===== config.mk =====
export PLATFORM = sky130hd
export DESIGN_NAME = cpri_chip_deframer
export DESIGN_NICKNAME = d
export VERILOG_FILES = /design/src/rtl/cpri_chip_deframer.sv
export SDC_FILE = /design/constraint.sdc
export NUM_CORES = 1
export LEC_CHECK = 0
export ABC_AREA = 1
export ABC_CLOCK_PERIOD_IN_PS = 2100
export BUFFER_PORTS_ARGS = -buffer_cell sky130_fd_sc_hd__buf_2
export CAP_MARGIN = 5
export CELL_PAD_IN_SITES_DETAIL_PLACEMENT = 2
export CELL_PAD_IN_SITES_GLOBAL_PLACEMENT = 2
export CORE_AREA = 10 10 407 409
export CTS_BUF_LIST = sky130_fd_sc_hd__clkbuf_2
export DETAILED_ROUTE_END_ITERATION = 12
export DIE_AREA = 0 0 417 419
export PLACE_DENSITY_LB_ADDON = 0.1
export SLEW_MARGIN = 40
export SYNTH_ARGS = -nofsm -noshare
export SYNTH_HDL_FRONTEND = slang
export SYNTH_SLANG_ARGS = --single-unit

===== constraint.sdc =====
create_clock -name clk -period 2.1 [get_ports clk]
set_input_delay 0.315 -clock clk [delete_from_list [all_inputs] [get_ports clk]]
set_output_delay 0.315 -clock clk [all_outputs]
set_load 0.02 [all_outputs]

===== src/rtl/cpri_chip_deframer.sv =====
// Chip deframer: locks to the 96-cycle sop_i cadence of the 8-lane CPRI PRB stream and tags each word with its indices.
// Optional macro CPRI_DEFRM_UNLOCK_ZERO_EN: zero the lane outputs whenever lock_o is low.
module cpri_chip_deframer #(
    parameter int DAT_DW        = 64,
    parameter int CHIP_LEN      = 96,
    parameter int CHIPS_PER_SYM = 462,
    parameter int SYM_PER_GRP   = 5,
    parameter int ACT_SYM       = 0,
    parameter int SOP_OFS       = 2,
    parameter int LOCK_CNT      = 3,
    parameter int UNLOCK_CNT    = 2
) (
    input  logic              clk,
    input  logic              rst_n,
    input  logic              sop_i,
    input  logic [DAT_DW-1:0] dat_cpri0_i,
    input  logic [DAT_DW-1:0] dat_cpri1_i,
    input  logic [DAT_DW-1:0] dat_cpri2_i,
    input  logic [DAT_DW-1:0] dat_cpri3_i,
    input  logic [DAT_DW-1:0] dat_cpri4_i,
    input  logic [DAT_DW-1:0] dat_cpri5_i,
    input  logic [DAT_DW-1:0] dat_cpri6_i,
    input  logic [DAT_DW-1:0] dat_cpri7_i,
    output logic [DAT_DW-1:0] dat0_o,
    output logic [DAT_DW-1:0] dat1_o,
    output logic [DAT_DW-1:0] dat2_o,
    output logic [DAT_DW-1:0] dat3_o,
    output logic [DAT_DW-1:0] dat4_o,
    output logic [DAT_DW-1:0] dat5_o,
    output logic [DAT_DW-1:0] dat6_o,
    output logic [DAT_DW-1:0] dat7_o,
    output logic              dat_vld_o,
    output logic              chip_sop_o,
    output logic [6:0]        cyc_idx_o,
    output logic [8:0]        chip_idx_o,
    output logic [2:0]        sym_idx_o,
    output logic              lock_o,
    output logic [15:0]       err_cnt_o
);

    typedef enum logic [1:0] {HUNT, CHECK, LOCK} state_t;

    localparam int SPW = $clog2(CHIP_LEN + 1);
    localparam int GW  = $clog2(LOCK_CNT + 1);
    localparam int BW  = $clog2(UNLOCK_CNT + 1);

    localparam logic [SPW-1:0] SP_LAST  = SPW'(CHIP_LEN - 1);
    localparam logic [SPW-1:0] SP_SAT   = SPW'(CHIP_LEN);
    // SOP_OFS >= 2: the locking pulse cycle plus the output register account for two cycles
    localparam logic [SPW-1:0] SP_START = SPW'(SOP_OFS - 2);
    localparam logic [GW-1:0]  GOOD_MAX = GW'(LOCK_CNT);
    localparam logic [BW-1:0]  BAD_MAX  = BW'(UNLOCK_CNT);
    localparam logic [6:0]     CYC_LAST  = 7'(CHIP_LEN - 1);
    localparam logic [8:0]     CHIP_LAST = 9'(CHIPS_PER_SYM - 1);
    localparam logic [2:0]     SYM_LAST  = 3'(SYM_PER_GRP - 1);
    localparam logic [2:0]     SYM_ACT   = 3'(ACT_SYM);

    state_t          state_q, state_d;
    logic [SPW-1:0]  sp_cnt_q, sp_cnt_d;
    logic [GW-1:0]   good_q, good_d;
    logic [BW-1:0]   bad_q, bad_d;
    logic [15:0]     err_q, err_d;

    logic            run_q, run_d;
    logic [6:0]      cyc_q, cyc_d;
    logic [8:0]      chip_q, chip_d;
    logic [2:0]      sym_q, sym_d;
    logic            lock_q, lock_d;
    logic            vld_q, vld_d;
    logic            csop_q, csop_d;

    logic [SPW-1:0]  sp_inc;
    logic [GW-1:0]   good_inc;
    logic [BW-1:0]   bad_inc;
    logic            slot;
    logic            lock_evt;

    always_comb begin
        state_d  = state_q;
        sp_cnt_d = sp_cnt_q;
        good_d   = good_q;
        bad_d    = bad_q;
        err_d    = err_q;
        sp_inc   = (sp_cnt_q == SP_SAT) ? SP_SAT : sp_cnt_q + 1'b1;
        good_inc = good_q + 1'b1;
        bad_inc  = bad_q + 1'b1;
        slot     = (sp_cnt_q == SP_LAST);
        lock_evt = 1'b0;
        case (state_q)
            HUNT: begin
                sp_cnt_d = sp_inc;
                if (sop_i) begin
                    sp_cnt_d = '0;
                    good_d   = '0;
                    state_d  = CHECK;
                end
            end
            CHECK: begin
                sp_cnt_d = sp_inc;
                if (sop_i) begin
                    sp_cnt_d = '0;
                    if (slot) begin
                        good_d = good_inc;
                        if (good_inc == GOOD_MAX) begin
                            good_d  = '0;
                            bad_d   = '0;
                            state_d = LOCK;
                        end
                    end else begin
                        good_d = '0;
                    end
                end else if (slot) begin
                    state_d = HUNT;
                end
            end
            LOCK: begin
                // Cadence is free-running here: a stray pulse never re-centres sp_cnt
                sp_cnt_d = slot ? '0 : sp_cnt_q + 1'b1;
                lock_evt = slot ? !sop_i : sop_i;
                if (slot && sop_i) begin
                    bad_d = '0;
                end
                if (lock_evt) begin
                    bad_d = bad_inc;
                    if (err_q != 16'hFFFF) begin
                        err_d = err_q + 16'd1;
                    end
                    if (bad_inc == BAD_MAX) begin
                        bad_d   = '0;
                        state_d = HUNT;
                    end
                end
            end
            default: state_d = HUNT;
        endcase
    end

    always_comb begin
        run_d  = run_q;
        cyc_d  = cyc_q;
        chip_d = chip_q;
        sym_d  = sym_q;
        lock_d = 1'b0;
        vld_d  = 1'b0;
        csop_d = 1'b0;
        if (state_d != LOCK) begin
            run_d = 1'b0;
        end else if (run_q) begin
            if (cyc_q == CYC_LAST) begin
                cyc_d = '0;
                if (chip_q == CHIP_LAST) begin
                    chip_d = '0;
                    sym_d  = (sym_q == SYM_LAST) ? 3'd0 : sym_q + 3'd1;
                end else begin
                    chip_d = chip_q + 9'd1;
                end
            end else begin
                cyc_d = cyc_q + 7'd1;
            end
            lock_d = 1'b1;
            csop_d = (cyc_d == 7'd0);
            vld_d  = (sym_d == SYM_ACT);
        end else if (state_q == LOCK && sp_cnt_q == SP_START) begin
            // First word of the locking chip reaches the output on this edge
            run_d  = 1'b1;
            cyc_d  = '0;
            chip_d = '0;
            sym_d  = '0;
            lock_d = 1'b1;
            csop_d = 1'b1;
            vld_d  = (SYM_ACT == 3'd0);
        end
    end

    always_ff @(posedge clk or negedge rst_n) begin
        if (!rst_n) begin
            state_q  <= HUNT;
            sp_cnt_q <= '0;
            good_q   <= '0;
            bad_q    <= '0;
            err_q    <= '0;
            run_q    <= 1'b0;
            cyc_q    <= '0;
            chip_q   <= '0;
            sym_q    <= '0;
            lock_q   <= 1'b0;
            vld_q    <= 1'b0;
            csop_q   <= 1'b0;
        end else begin
            state_q  <= state_d;
            sp_cnt_q <= sp_cnt_d;
            good_q   <= good_d;
            bad_q    <= bad_d;
            err_q    <= err_d;
            run_q    <= run_d;
            cyc_q    <= cyc_d;
            chip_q   <= chip_d;
            sym_q    <= sym_d;
            lock_q   <= lock_d;
            vld_q    <= vld_d;
            csop_q   <= csop_d;
        end
    end

    logic [DAT_DW-1:0] lane_in [8];
    logic [DAT_DW-1:0] dat_q   [8];
    logic [DAT_DW-1:0] dat_out [8];

    assign lane_in[0] = dat_cpri0_i;
    assign lane_in[1] = dat_cpri1_i;
    assign lane_in[2] = dat_cpri2_i;
    assign lane_in[3] = dat_cpri3_i;
    assign lane_in[4] = dat_cpri4_i;
    assign lane_in[5] = dat_cpri5_i;
    assign lane_in[6] = dat_cpri6_i;
    assign lane_in[7] = dat_cpri7_i;

    genvar gi;
    generate
        for (gi = 0; gi < 8; gi++) begin : g_lane
            always_ff @(posedge clk or negedge rst_n) begin
                if (!rst_n) begin
                    dat_q[gi] <= '0;
                end else begin
                    dat_q[gi] <= lane_in[gi];
                end
            end
`ifdef CPRI_DEFRM_UNLOCK_ZERO_EN
            assign dat_out[gi] = lock_q ? dat_q[gi] : '0;
`else
            assign dat_out[gi] = dat_q[gi];
`endif
        end
    endgenerate

    assign dat0_o     = dat_out[0];
    assign dat1_o     = dat_out[1];
    assign dat2_o     = dat_out[2];
    assign dat3_o     = dat_out[3];
    assign dat4_o     = dat_out[4];
    assign dat5_o     = dat_out[5];
    assign dat6_o     = dat_out[6];
    assign dat7_o     = dat_out[7];
    assign dat_vld_o  = vld_q;
    assign chip_sop_o = csop_q;
    assign cyc_idx_o  = cyc_q;
    assign chip_idx_o = chip_q;
    assign sym_idx_o  = sym_q;
    assign lock_o     = lock_q;
    assign err_cnt_o  = err_q;

endmodule

==> results of run 1 <==
## cell usage after synthesis, types with 2 or more instances
cell type / instances / area (sq um)
inv_1: 43 / 161
nor2_2: 3 / 18.8
ha_1: 10 / 125
o21ai_1: 12 / 60.1
inv_2: 5 / 18.8
nand2_1: 104 / 390
or2_2: 3 / 18.8
nand4_1: 10 / 62.6
nor2_4: 2 / 22.5
nand3_2: 2 / 20.0
nor3_1: 9 / 45.0
nand3b_1: 2 / 15.0
nand3_1: 36 / 180
o21ai_2: 7 / 61.3
buf_6: 3 / 33.8
nor2_1: 43 / 161
o21ai_0: 12 / 60.1
nand2_2: 4 / 25.0
a21oi_1: 6 / 30.0
xor2_1: 14 / 123
dfrtp_1: 563 / 14100
## cell families after synthesis
group,count (synthesis)
AOI/OAI and AO/OA,40
xor gates and xnor gates,15
adders and majority gates,10
buffers and inverters,55
DFF,563
and+or+nand+nor,223
## per-stage QoR
stage               hold slack [ns]  setup slack [ns]  instance area (sq um)  utilization  setup TNS (ns)
detailed placement            0.295            -0.114                  24100        0.153          -0.331
global placement              0.292           -0.0672                  24100        0.153          -0.298
floorplan                    0.0194             0.169                  15800            -               0
==> summary.md, run 1 <==
| Metric | Value |
|---|---|
| Outcome | aborted with a tool error |
| Exit stage | 4_1_cts |
| Error msg | [ERROR RSZ-0060] Max buffer count reached. |
| Cell count after synthesis | 906 |
| Mux share of post-synthesis cell area | 0 |
| Adder-cell area share of the yosys netlist | 0.00791 |
| CTS hold repair buffers | 888 |
| # IOs | 1,065 |
| Combinational family with the most area after synthesis | simple AND/OR/NAND/NOR gates |
| Total CTS buffers | 180 |
| Synth async-reset ratio | 1.00 |
| Ys flop type | dfrtp_1 |
| Total of warnings raised by yosys | 0 |
| H-tree depth | 4 |
| Die width | 417 um |
| Synth Area in Compound Gates | 0.0150 |
| Post-cts sizing count | 1,127 |
| CTS Sinks | 563 |
| Number of synthesized flops with an enable pin | 0 |
| Root Driver | clkbuf_2 |
| Hpwl dp | 101 mm |
| XOR/XNOR Fraction of Synth Area | 0.00831 |
| RePlAce Congestion | 0.789 |
| Dpl cells | 4,083 |
| Starting Density | 0.100 |
| Sequential area share after synthesis | 0.891 |
| DIE HEIGHT | 419 um |
| Count of different cell masters after synthesis | 34 |
| Rows | 146 |
| Syn_area_per_cell | 17.5 sq um |
| Port Buffers | 1,064 |
| Simple-Gate Fraction of Synth Area | 0.0631 |
| Cell Area, Synth | 0.0158 sq mm |
| Clock Path Buffers | 3 |
| Syn Nets | 1,431 |
| Post-CTS setup buffers | 48 |
| Seq cells post-synth | 563 |
==> run 2, diff against run 1 <==
- CELL_PAD_IN_SITES_DETAIL_PLACEMENT: 2 -> unset
- CELL_PAD_IN_SITES_GLOBAL_PLACEMENT: 2 -> unset
- CTS_BUF_LIST: sky130_fd_sc_hd__clkbuf_2 -> unset
- PLACE_DENSITY_LB_ADDON: 0.1 -> 0.15
==> run 2 against run 1 <==
Effect of this change:
- the flow now finishes without violations
- synthesized area stayed put
- synthesized cell count stayed put
==> summary.md, run 2 <==
| Metric | Value |
|---|---|
| Most frequent cells after synthesis | dfrtp_1, nand2_1, inv_1, nor2_1, nand3_1 |
| Outcome | completed |
| Max Cap Viol | 0 |
| Cells along the critical path | ha_4 -> nand3_4 -> nor2_4 -> inv_1 -> ha_1 -> nand3_1 -> nand2_1 -> nand2_2 -> nand2_4 -> inv_4 -> nand2_8 -> buf_4 -> nand2_1 -> o21ai_2 |
| Die width | 417 um |
| Seq cells post-synth | 563 |
| H-tree depth | 3 |
| Nets | 3,128 |
| RePlAce Congestion | 0.823 |
| WHS | 0.153 ns |
| Port Buffers | 1,064 |
| Worst-case reg-to-reg path depth | 14 |
| Post-synth top area cell | dfrtp_1 |
| Synth top area share | 0.891 |
| Fin Setup TNS | 0 ns |
| DIE HEIGHT | 419 um |
| Worst VDD drop | 0.577 mV |
| CP top delay family | simple AND/OR/NAND/NOR gates |
| Vias/cell | 2.92 |
| DRT antenna net count | 0 |
| GRT Total Usage | 0.121 |
| Vias in the first global route | 15,900 |
| Initial drt markers | 518 |
| Drt drc | 0 |
| Vias | 14,000 |
| Synth async-reset ratio | 1.00 |
| Starting Density | 0.100 |
| Clock Path Buffers | 3 |
| Cell depth of the worst setup path | 14 |
| Cell Area, Synth | 0.0158 sq mm |
| Most frequent cell after synthesis | dfrtp_1 |
| Sequential area share after synthesis | 0.891 |
| Total CTS buffers | 77 |
| Layout cell share with drive strength beyond 1 | 0.476 |
| Pwr/cell area | 881 mW/mm^2 |
| Largest net degree at the start of global routing | 72 |
| Critical R2R Capture | chip_idx_o[5] |
| Initial antenna violation count | 98 |
| CORE AREA | 0.157 sq mm |
| Area delta synth->final | 103% |
| Crit Path Class | flop to flop |
| Leak | 15.4 nW |
| Final period utilization | 0.944 |
| Tot Pwr | 0.0283 W |
| FILL cells | 17,200 |
| Startpoint Class | flop |
| Commonest cells after routing, fill and taps aside | buf_2, dfrtp_1, dlygate4sd3_1 |
| First-pass GRT wire length | 144 mm |
| Min Tclk post-route | 1.98 ns |
| Worst Tran Pin Value | 0.433 ns |
| Hold Path Class | input port to asynchronous set/reset pin |
| Clock Pin Slew Worst Setup and Hold Paths | 0.06 ns |
| Max Fclk | 505 MHz |
| # IOs | 1,065 |
| Final Skew | 0.0498 ns |
| Cell count after synthesis | 906 |
| Post-route cell area | 0.0321 sq mm |
| Hpwl dp | 91.7 mm |
| Die Area | 0.175 sq mm |
| CTS Sinks | 563 |
| Most used cell, CP | nand2_1 |
| Number of synthesized flops with an enable pin | 0 |
| Post-DP Area | 0.0242 sq mm |
| Worst setup EP type | flop |
| Area contributors post-synth | dfrtp_1, nand2_1, nand3_1 |
| Remaining Overflow, GRT | 0 |
| Total of warnings raised by yosys | 0 |
| Flop2flop setup slack | 0.12 ns |
| Slowest CP cell | dfrtp_1 |
| Critical Path Fanout Max | 11 |
| Routed wire length | 109 mm |
| Commonest non-fill, non-tap cell in the layout | buf_2 |
| Count of different cell masters after synthesis | 34 |
| Register area | 0.0141 sq mm |
| Max-slew headroom | 0.709 |
| Slowest stage delay, CP | 0.39 ns |
| Unrepaired setup endpoints after global routing | true |
| Rows | 146 |
| Worst EP arrival | 2.50 ns |
| Syn Nets | 1,431 |
| Final-report setup violation count | 0 |
| Final slew viol count | 0 |
| Endpoints failing hold | 0 |
| Worst Setup SP | sp_cnt_q[1] |
| Clock Latency Late Sink | 0.67 ns |
| DRT Pass-1 Iters | 6 |
| Root Driver | clkbuf_16 |
| WP data required | 2.62 ns |
| CTS tree | yes |
| Syn_area_per_cell | 17.5 sq um |
| Worst Setup EP | chip_idx_o[5] |
| Ys flop type | dfrtp_1 |
| WL per Instance | 22.8 um |
| RR Startpoint | sp_cnt_q[1] |
| Area of the multi-input gates | 0.00153 sq mm |
| CP bufs+invs | 3 |
## run 2: logic make-up (layout without fill, tap and decap cells)
group | count (synthesis) | after routing | share of synthesized area
fa+ha+maj | 10 | 10 | 0.00791
simple gates | 223 | 223 | 0.0631
flops | 563 | 563 | 0.891
other cells | 0 | 46 | 0
buf+inv | 55 | 1813 | 0.0149
compound gates | 40 | 40 | 0.0150
xor+xnor | 15 | 15 | 0.00831
## run 2: worst min-delay path by stage
stage | start | endpoint | slack, ns | cells after the start
2_1_floorplan | rst_n | bad_q[0] | 0.02 | 0
3_3_place_gp | rst_n | dat6_o[22] | 0.27 | 1
3_5_place_dp | rst_n | dat4_o[30] | 0.27 | 1
4_1_cts | rst_n | dat5_o[19] | 0.08 | 2
5_1_grt | rst_n | dat0_o[57] | 0.13 | 2
6_report | rst_n | dat3_o[8] | 0.15 | 2
## run 2: worst reg2reg max path, stage by stage (launching register included)
cell and delay [ns]:
dfrtp_1 0.39, ha_4 0.16, nand3_4 0.09, nor2_4 0.12, inv_1 0.05, ha_1 0.29
nand3_1 0.10, nand2_1 0.06, nand2_2 0.10, nand2_4 0.07, inv_4 0.08, nand2_8 0.08
buf_4 0.16, nand2_1 0.06, o21ai_2 0.05
## run 2: per-stage QoR
| step | worst slack [ns] | util | instances |
|---|---|---|---|
| finish | 0.118 | 0.204 | 4782 |
| floorplan | 0.169 | - | 906 |
| CTS | 0.00514 | 0.203 | 4732 |
| detailed placement | -0.0307 | 0.153 | 4078 |
| global route | -0.0161 | 0.204 | 4758 |
| global placement | 0.00660 | 0.153 | 4078 |
## run 2: report_power, final
part / internal (W) / switching, W
Clock: 0.00791 / 0.00558
Combinational: 0.00138 / 0.00190
Sequential: 0.0114 / 0.000176
Total: 0.0207 / 0.00766
## run 2: cell type report
| class | instances | area share |
|---|---|---|
| diodes | 46 | 0.00358 |
| clock inverters | 29 | 0.0103 |
| flip-flops and latches | 563 | 0.438 |
| well taps | 2072 | 0.0807 |
| clock buffers | 111 | 0.0711 |
| repair buffers | 1623 | 0.342 |
| inverters | 50 | 0.00600 |
| multi-input cells | 288 | 0.0477 |
## run 2: layer usage
| layer | vias up | track usage | wire (um) |
|---|---|---|---|
| met1 | 6718 | 0.139 | 42800 |
| met3 | 201 | 0.0582 | 11000 |
| met5 | - | 0 | 373 |
| li1 | 6347 | - | - |
| met4 | 58 | 0.0422 | 3570 |
| met2 | 657 | 0.194 | 51200 |
## run 2: timing repair
action	in CTS	in global routing
setup buffers	0	4
pin swaps	0	5
endpoints found under the setup margin	2	23
endpoints found under the hold margin	860	0
hold buffers	514	0
resized for setup	2	13
Power figures use the tool's default switching activity.
==> run 3, diff against run 2 <==
- ABC_CLOCK_PERIOD_IN_PS: 2100 -> 2300
- CORE_AREA: 10 10 407 409 -> 10 10 408 410
- DIE_AREA: 0 0 417 419 -> 0 0 418 420
- clock period: 2.1 -> 2.3 ns (I/O delays scaled with it)
==> run 3 against run 2 <==
Effect of this change:
- combinational power is 9.5% lower
- count of clock-buffer cells in the layout down 9
- largest cell class unchanged
- critical endpoint is now err_cnt_o[4]
- critical path depth shrank 3
- non-clock buffer count is 7 lower
- largest power group unchanged
- worst setup slack better by 0.091 ns
- worst hold slack got worse by 0.077 ns
- total power decreased by 9.5%
==> summary.md, run 3 (same netlist as run 2, synthesis figures left out) <==
| Metric | Value |
|---|---|
| DIE HEIGHT | 420 um |
| Hold Path Class | input port to flop |
| Final-report setup violation count | 0 |
| Outcome | completed |
| Port Buffers | 1,064 |
| Min Tclk post-route | 2.09 ns |
| GRT Total Usage | 0.119 |
| Critical Path Fanout Max | 6 |
| Initial drt markers | 624 |
| Commonest non-fill, non-tap cell in the layout | buf_2 |
| Nets | 3,119 |
| Max Fclk | 478 MHz |
| First-pass GRT wire length | 142 mm |
| Endpoints failing hold | 0 |
| Die width | 418 um |
| Initial antenna violation count | 96 |
| Clock Pin Slew Worst Setup and Hold Paths | 0.06 ns |
| Final Skew | 0.0159 ns |
| Fin util | 0.202 |
| Pwr/cell area | 803 mW/mm^2 |
| RR Startpoint | sp_cnt_q[1] |
| CP top delay family | simple AND/OR/NAND/NOR gates |
| Root Driver | clkbuf_16 |
| Hpwl dp | 91.7 mm |
| H-tree depth | 3 |
| RePlAce Congestion | 0.788 |
| Largest net degree at the start of global routing | 69 |
| Vias in the first global route | 15,700 |
| WP data required | 2.87 ns |
| Routed wire length | 108 mm |
| Total CTS buffers | 75 |
| Post-route cell area | 0.0319 sq mm |
| Remaining Overflow, GRT | 0 |
| Worst VDD drop | 0.617 mV |
| Rows | 146 |
| Cell depth of the worst setup path | 11 |
| Post-DP Area | 0.0241 sq mm |
| # IOs | 1,065 |
| CORE AREA | 0.158 sq mm |
| DRT antenna net count | 0 |
| Slowest stage delay, CP | 0.39 ns |
| DRT Pass-1 Iters | 4 |
| Startpoint Class | flop |
| Drt drc | 0 |
| Final slew viol count | 0 |
| Worst EP arrival | 2.66 ns |
| Flop2flop setup slack | 0.21 ns |
| Worst Setup EP | err_cnt_o[4] |
| Commonest cells after routing, fill and taps aside | buf_2, dfrtp_1, dlygate4sd3_1 |
| Vias/cell | 2.95 |
| Clock Latency Late Sink | 0.65 ns |
| Die Area | 0.176 sq mm |
| Max Cap Viol | 0 |
| Worst-case reg-to-reg path depth | 11 |
| Worst setup EP type | flop |
| Area delta synth->final | 102% |
| Pre-CTS setup slack | 0.149 ns |
| CP bufs+invs | 3 |
| Worst Tran Pin Value | 0.577 ns |
| Fin Setup TNS | 0 ns |
| Starting Density | 0.100 |
| Layout cell share with drive strength beyond 1 | 0.472 |
| Final period utilization | 0.909 |
| Unrepaired setup endpoints after global routing | false |
| WHS | 0.0755 ns |
| Crit Path Class | flop to flop |
| Leak | 15.3 nW |
| Max-slew headroom | 0.615 |
| CTS Sinks | 563 |
| Worst Setup SP | sp_cnt_q[1] |
| CTS tree | yes |
| WL per Instance | 22.8 um |
| Clock Path Buffers | 3 |
| Critical R2R Capture | err_cnt_o[4] |
| Final worst slack | 0.210 ns |
| Cells along the critical path | ha_1 -> nand3_2 -> nor2_4 -> inv_1 -> ha_1 -> inv_1 -> nor2_1 -> nand2_2 -> buf_4 -> nor2_1 -> xor2_1 |
| Vias | 14,100 |
| Slowest CP cell | dfrtp_1 |
## run 3: cell count changes in the layout (fill, tap and decap cells not counted), moves of 3 or more
cell	change
clkbuf_1	+3
clkbuf_8	-11
clkinv_16	-3
nor2_1	+3
nor2_2	-3
bufinv_16	+6
diode_2	-6
## run 3: area by class of cell
type / count / area, sq um
clock buffer: 102 / 2120
fill: 17300 / 126000
antenna: 40 / 100
sequential: 563 / 14100
clock inverter: 32 / 420
inverter: 50 / 191
multi-input combinational: 288 / 1490
timing repair buffer: 1616 / 10900
tap: 2072 / 2590
## run 3: timing repair
action                     CTS  global route
hold endpoints to repair   548             0
hold buffers               513             0
resized for setup            0             2
setup endpoints to repair    0             4
buffers inserted             0             0
## run 3: worst register-to-register path, delay by kind of cell (launching register included)
family	cells	cell delay, ns
buf+inv	3	0.30
xor+xnor	1	0.15
flops	1	0.39
fa+ha+maj	2	0.51
simple gates	5	0.66
## run 3: worst min path at each step
| stage | start | endpoint | cells past startpoint |
|---|---|---|---|
| after global placement | rst_n | dat4_o[45] | 1 |
| after detailed placement | rst_n | dat1_o[14] | 1 |
| after global routing | sop_i | state_q[0] | 3 |
| after CTS | sop_i | state_q[0] | 3 |
| final | sop_i | state_q[0] | 3 |
| after floorplan | rst_n | bad_q[0] | 0 |
## run 3: where the power goes
group	switching (W)	internal (W)	leakage, nW
clock	0.00476	0.00738	1.24
combinational	0.00171	0.00126	7.40
sequential	0.000146	0.0104	6.62
## run 3: routing by layer
layer,vias to the layer above,routed length [um],part of all wire,track usage
met3,200,9330,0.086,0.0492
met1,6811,41000,0.38,0.133
met5,-,285,0.0026,0
li1,6315,-,-,-
met2,683,52500,0.48,0.198
met4,48,5280,0.049,0.0530
## run 3: per-stage QoR
step                      instances  power [W]
after floorplan                 906     0.0113
after detailed placement       4076     0.0129
after global placement         4076     0.0129
final                          4763     0.0256
after global routing           4740     0.0268
after CTS                      4723     0.0263
